## src/rtl/mole_scheduler.sv

```systemverilog
// rtl/mole_scheduler.sv - Whac-A-Mole round controller: random pop-up delay, mole choice, up-time and hit judging.
module mole_scheduler #(
  parameter int N_MOLES   = 8,
  parameter int RAND_W    = 11,
  parameter int ROUNDS    = 30,
  parameter int MIN_UP_MS = 300,
  parameter int UP_SHIFT  = 1
) (
  input  logic                         clk,
  input  logic                         rst_n,
  input  logic                         ms_tick,
  input  logic [RAND_W-1:0]            random_value,
  input  logic                         start,
  input  logic                         abort,
  input  logic [N_MOLES-1:0]           hit_btn,
  output logic [N_MOLES-1:0]           mole_leds,
  output logic                         hit_pulse,
  output logic                         miss_pulse,
  output logic                         whiff_pulse,
  output logic [$clog2(ROUNDS+1)-1:0]  round_cnt,
  output logic                         busy,
  output logic                         done
);

  localparam int IDX_W = $clog2(N_MOLES);
  localparam int TW    = RAND_W + 1;
  localparam int CW    = $clog2(ROUNDS + 1);

  localparam logic [1:0] S_IDLE = 2'd0;
  localparam logic [1:0] S_WAIT = 2'd1;
  localparam logic [1:0] S_UP   = 2'd2;
  localparam logic [1:0] S_DONE = 2'd3;

  logic [1:0]         state;
  logic [TW-1:0]      timer;
  logic [IDX_W-1:0]   last_idx;

  logic [IDX_W-1:0]   raw_idx;
  logic [IDX_W-1:0]   next_idx;
  logic [N_MOLES-1:0] next_leds;
  logic [TW-1:0]      up_time;
  logic [TW-1:0]      delay_time;
  logic [CW-1:0]      round_next;
  logic               round_last;
  logic               expire;
  logic               hit_any;
  logic               whiff_any;

  always_comb begin
    raw_idx    = random_value[IDX_W-1:0];
    // Bump to the neighbour so the same mole never pops twice in a row.
    next_idx   = (raw_idx == last_idx) ? raw_idx + IDX_W'(1) : raw_idx;
    next_leds  = '0;
    next_leds[next_idx] = 1'b1;
    up_time    = TW'(random_value >> UP_SHIFT) + TW'(MIN_UP_MS);
    delay_time = TW'(random_value);
    round_next = round_cnt + CW'(1);
    round_last = (round_next == CW'(ROUNDS));
    // A zero timer cannot be loaded, but if seen it expires on the next tick.
    expire     = ms_tick && (timer <= TW'(1));
    hit_any    = |(hit_btn & mole_leds);
    whiff_any  = |(hit_btn & ~mole_leds);
  end

  always_ff @(posedge clk or negedge rst_n) begin
    if (!rst_n) begin
      state       <= S_IDLE;
      timer       <= '0;
      last_idx    <= '0;
      mole_leds   <= '0;
      hit_pulse   <= 1'b0;
      miss_pulse  <= 1'b0;
      whiff_pulse <= 1'b0;
      round_cnt   <= '0;
      busy        <= 1'b0;
      done        <= 1'b0;
    end else begin
      hit_pulse   <= 1'b0;
      miss_pulse  <= 1'b0;
      whiff_pulse <= 1'b0;
      if (abort) begin
        state     <= S_IDLE;
        mole_leds <= '0;
        round_cnt <= '0;
        busy      <= 1'b0;
        done      <= 1'b0;
      end else begin
        case (state)
          S_IDLE, S_DONE: begin
            if (start) begin
              state     <= S_WAIT;
              round_cnt <= '0;
              timer     <= delay_time;
              busy      <= 1'b1;
              done      <= 1'b0;
            end
          end
          S_WAIT: begin
            if (expire) begin
              state     <= S_UP;
              mole_leds <= next_leds;
              last_idx  <= next_idx;
              timer     <= up_time;
            end else if (ms_tick) begin
              timer <= timer - TW'(1);
            end
          end
          S_UP: begin
            // Correct button beats expiry and stray buttons; a whiff freezes the timer that cycle.
            if (hit_any || (!whiff_any && expire)) begin
              hit_pulse  <= hit_any;
              miss_pulse <= !hit_any;
              mole_leds  <= '0;
              round_cnt  <= round_next;
              if (round_last) begin
                state <= S_DONE;
                busy  <= 1'b0;
                done  <= 1'b1;
              end else begin
                state <= S_WAIT;
                timer <= delay_time;
              end
            end else if (whiff_any) begin
              whiff_pulse <= 1'b1;
            end else if (ms_tick) begin
              timer <= timer - TW'(1);
            end
          end
        endcase
      end
    end
  end

endmodule

```

## config.mk

```make
export PLATFORM = sky130hd
export DESIGN_NAME = mole_scheduler
export DESIGN_NICKNAME = d
export VERILOG_FILES = /design/src/rtl/mole_scheduler.sv
export SDC_FILE = /design/constraint.sdc
export NUM_CORES = 1
export LEC_CHECK = 0
export BUFFER_PORTS_ARGS = -buffer_cell sky130_fd_sc_hd__buf_2
export CAP_MARGIN = 40
export CORE_UTILIZATION = 62
export CTS_CLUSTER_DIAMETER = 120
export DETAILED_ROUTE_END_ITERATION = 10
export GPL_ROUTABILITY_DRIVEN = 0
export HOLD_SLACK_MARGIN = 0.06
export PLACE_DENSITY = 0.86
export SETUP_SLACK_MARGIN = 0.4
export SLEW_MARGIN = 20
export SYNTH_ARGS = -nofsm -noshare
export SYNTH_HDL_FRONTEND = slang
export SYNTH_SLANG_ARGS = --single-unit
```

## constraint.sdc

```tcl
create_clock -name clk -period 6.45 [get_ports clk]
set_input_delay 0.9675 -clock clk [delete_from_list [all_inputs] [get_ports clk]]
set_output_delay 0.9675 -clock clk [all_outputs]
set_load 0.005 [all_outputs]
```

Yosys cells after proc, flatten, opt, wreduce, memory -nomap -nowiden
Index checks and enable logic that the tools add are counted.
Widths: inputs -> output; s select.
- flip-flop bits (word level): 35
- input bits: 24
- output and inout bits: 18
- word-level logic and storage cells: 95
- bitwise gates (word level): 4
- reduce and logical (&&, ||, !) cells: 18
- equal/unequal tests: 12
- mux-type cells: 44
- $lt $le $gt $ge: 3
- add/subtract/negate cells: 4
- operator list (cell ; count):
    $mux 12 ; 6
    $pmux 12 s3 ; 1
    $mux 8 ; 3
    $mux 1 ; 19
    $ne 3x3->1 const B ; 6
    $and 8x8->8 ; 2
    $pmux 8 s2 ; 1
    $reduce_or 8->1 ; 2
    $mux 5 ; 3
    $le 12x1->1 const B ; 1
    $reduce_and 3->1 ; 4
    $sub 12x1->12 const B ; 1
    $add 10x9->11 const B ; 1
    $mux 2 ; 5
    $pmux 5 s2 ; 1
    $not 8->8 ; 1
    $reduce_and 4->1 ; 2
    $pmux 2 s3 ; 1
    $reduce_bool 3->1 ; 2
    $add 5x1->5 const B ; 1
    $eq 5x5->1 const B ; 1
    $eq 2x2->1 const B ; 2
    $lt 3x4->1 const B ; 1
    $pmux 1 s2 ; 2
    other kinds (13) ; 16

Logic depth before layout (Yosys ltp)
- depth in word-level cells: 9
- gate-level depth with buffers: 9
- depth with buffers taken out: 8

Least setup slack after synthesis
No wires, ideal clock.
- kind: input to register
- start: input port hit_btn[0]
- end: register timer[4]
- required time: 6.328 ns
- path buffers: 1
- setup time: 0.122 ns
- cell stages on the path: 7
- path slack: 3.627 ns
- arrival time: 2.702 ns
- path through: nor2b_1 -> a2111oi_2 -> a21oi_1 -> a2111o_1 -> buf_4 -> a32o_1 -> a32o_1
- cells in the longest elaborated chain, start to end: 7
- elaborated cells on any way between the ends: 12
- those cells by class: eq/ne: 2; mux: 2; bitwise: 2; reduce/logical: 6
- RTL lines (what ; RTL line ; text):
    start: declaration ; 15 ; input logic [N_MOLES-1:0] hit_btn,
    $and 8x8->8 ; 62 ; whiff_any = |(hit_btn & ~mole_leds);
    $reduce_or 8->1 ; 62 ;
    $logic_not 1->1 ; 110 ; if (hit_any || (!whiff_any && expire)) begin
    $logic_and 1x1->1 ; 110 ;
    $logic_or 1x1->1 ; 110 ;
    $ne 3x3->1 (no line) or $mux 12 (tied branches) ; n/a ;
    $reduce_and 4->1 (no line) or $pmux 12 s3 (tied branches) ; n/a ;
    end signal: assignment ; 105 ; timer <= timer - TW'(1);
    end signal: assignment ; 121 ; timer <= delay_time;
    end signal: assignment ; 126 ; timer <= timer - TW'(1);
    end: declaration ; 35 ; logic [TW-1:0] timer;
Several ways; a longest one is shown, not always the timed one.
A chain may end at the register's enable or synchronous reset.

Final worst setup path
Same ends and word-level chain as after synthesis.

==> impl_metrics.ini <==
[detailed_routing]
drtIter0Drc = 484
wl_um = 7340
vias_per_cell = 6.93
wl_per_cell_um = 18.2
dr_total_vias = 2791
postRouteAntennaNets = 0
drc = 0
dr.pass1.iters = 5

[cts]
clk_pin_slew_ns = 0.08
clockRootBuffer = clkbuf_8
cts.sinks = 35
cts_hold_buf = 0
clkLatencyLatePin_ns = 0.30
post_cts_buffers = 0
post_cts_resized = 0
cts_max_path_buffers = 2
cts_tree = yes
numCtsBuffers = 5
cts_max_level = 2

[floorplanning]
initial_core_util = 0.657
die_w_um = 67.6
coreArea_mm2 = 0.00406
pin_count = 42
row_count = 23
die_y_um = 67.6
dieArea_mm2 = 0.00457

[final_layout]
layout-drive-gt1-share = 0.198
fin_nets = 384
antennaDiodeCount = 0
num-fill-cells = 328
syn2layout_area_growth_pct = 12.6

[worst_setup_path]
critical_path_arrival_ns = 3.36
critPathBufInv = 1
worst-path-max-fanout = 12
worst_path_largest_cell_delay_ns = 0.57
path_class = in2reg
cp_cell_sequence = buf_2 -> nor2b_1 -> a2111oi_2 -> nand4_1 -> a22o_1 -> a221o_1 -> a32o_1
cp.required_ns = 6.63
crit_cells = 7
cp_top_family = compound AO/OA/AOI/OAI gates
r2r_cells = 6
worst_path_max_delay_cell = a2111oi_2
endpoint_kind = register
crit_path_start_kind = primary input

[global_routing]
grt_max_degree = 36
grt_pass1_vias = 2449
grt_pass1_wl_um = 11700
grt-ovfl-total = 0
grt_usage = 0.350
antenna_found_initial = 0

[place]
hpwlAfterDp_um = 5120
io_buffers = 41

[synth]
yosysTopAreaCellShare = 0.328
synth_top_cell_by_area = dfrtp_1
synthCells = 314
synth_area_leaders = dfrtp_1 33%, nand2_1 4.1%, ha_1 3.8%
synth_top_flop_cell = dfrtp_1
yosys-top-cells-count = 35 x dfrtp_1, 29 x nand2_1, 26 x nor2_1
ys_seq_area_frac = 0.328
yosys_register_bits = 35
mappedNetlistNets = 346
synth_edf_count = 0
syn_area_mm2 = 0.00267
synth_area_per_cell_um2 = 8.50
yosysWarnings = 0
synthArstFlopShare = 1.00
synth.most_common_cell = dfrtp_1
yosysUniqueCellTypes = 62

[timing]
final_max_slew_viol_count = 0
fin_crit_sh = 0.493
fmax_mhz = 314
rsz0062_at_grt = no
worst_pin_slew_ns = 0.811
finalSetupViolCount = 0
finalHoldViolations = 0
relSlewSlack = 0.454
finalSetupTns_ns = 0
period_minus_slack_ns = 3.18
fin_skew_ns = 0.0138

[flow_run]
drv_cap = 0

[power]
ir_drop_mv = 0.197
leakage_uw = 0.00133
p_per_area_mw_per_mm2 = 258
power_uw = 776

[outcome]
status = finished, final reports clean

[min_path]
hp-class = in2async
cells in the final DEF, fill, tap and decap left out, types with 8 or more instances in the layout:
cell      n
buf_2    42
dfrtp_1  35
nand2_1  29
nor2_1   26
inv_1    21
o21ai_0  18
a21oi_1  15
nor2b_1  11
o31ai_1  11
a22oi_1  10
o22ai_1   9
ha_1      8
state kept, by name (all words and copies together) (netlist names):
name and flops:
round_cnt 5, done 1, mole_leds 8, hit_pulse 1
state 2, timer 12, last_idx 3, busy 1
miss_pulse 1, whiff_pulse 1
through the flow:
stage / hold slack (ns) / utilization / area [um2] / std cells / setup slack, ns
2_1_floorplan: 0.487 / - / 2670 / 314 / 3.63
3_3_place_gp: 0.485 / 0.710 / 2880 / 393 / 3.09
3_5_place_dp: 0.485 / 0.711 / 2880 / 394 / 3.03
4_1_cts: 0.504 / 0.735 / 2980 / 402 / 3.34
5_1_grt: 0.441 / 0.740 / 3000 / 403 / 3.10
6_report: 0.448 / 0.740 / 3000 / 403 / 3.27
power breakdown:
group | switching, uW | leakage (uW) | internal, uW
combinational | 179 | 0.000823 | 114
sequential | 53.2 | 0.000463 | 255
clock | 86.3 | 0.0000474 | 87.1
cell families after synthesis:
logic type / count (synthesis) / synth area share
muxes: 7 / 0.0281
xor gates and xnor gates: 12 / 0.0394
buffers and inverters: 34 / 0.0535
DFF: 35 / 0.328
AOI/OAI and AO/OA: 105 / 0.288
adders and majority gates: 8 / 0.0375
and+or+nand+nor: 113 / 0.225
worst paths after layout:
| check | start | end | slack (ns) |
|---|---|---|---|
| worst max register to register | timer[4] | timer[4] | 3.36 |
| max in group asynchronous | rst_n | timer[6] | 5.61 |
| min in group clk | busy | busy | 0.50 |
| worst min register to register | busy | busy | 0.50 |
| worst max-delay path | hit_btn[0] | timer[4] | 3.27 |
| worst min-delay path | rst_n | round_cnt[2] | 0.45 |
final cells by class:
| class | instances | area (um2) | area share |
|---|---|---|---|
| Sequential cell | 35 | 876 | 0.292 |
| Timing Repair Buffer | 44 | 238 | 0.0792 |
| Inverter | 21 | 78.8 | 0.0262 |
| Tap cell | 50 | 62.6 | 0.0208 |
| Multi-Input combinational cell | 245 | 1650 | 0.549 |
| Clock buffer | 6 | 82.6 | 0.0275 |
| Clock inverter | 2 | 16.3 | 0.00542 |
routing by layer:
metal / track usage / up-vias / wire [um]
met5: 0 / - / 0
met4: 0.157 / 0 / 239
met3: 0.0845 / 40 / 798
met2: 0.501 / 188 / 3220
met1: 0.492 / 1311 / 3080
li1: - / 1252 / -
Note: power is estimated with default switching activity, not from simulation.
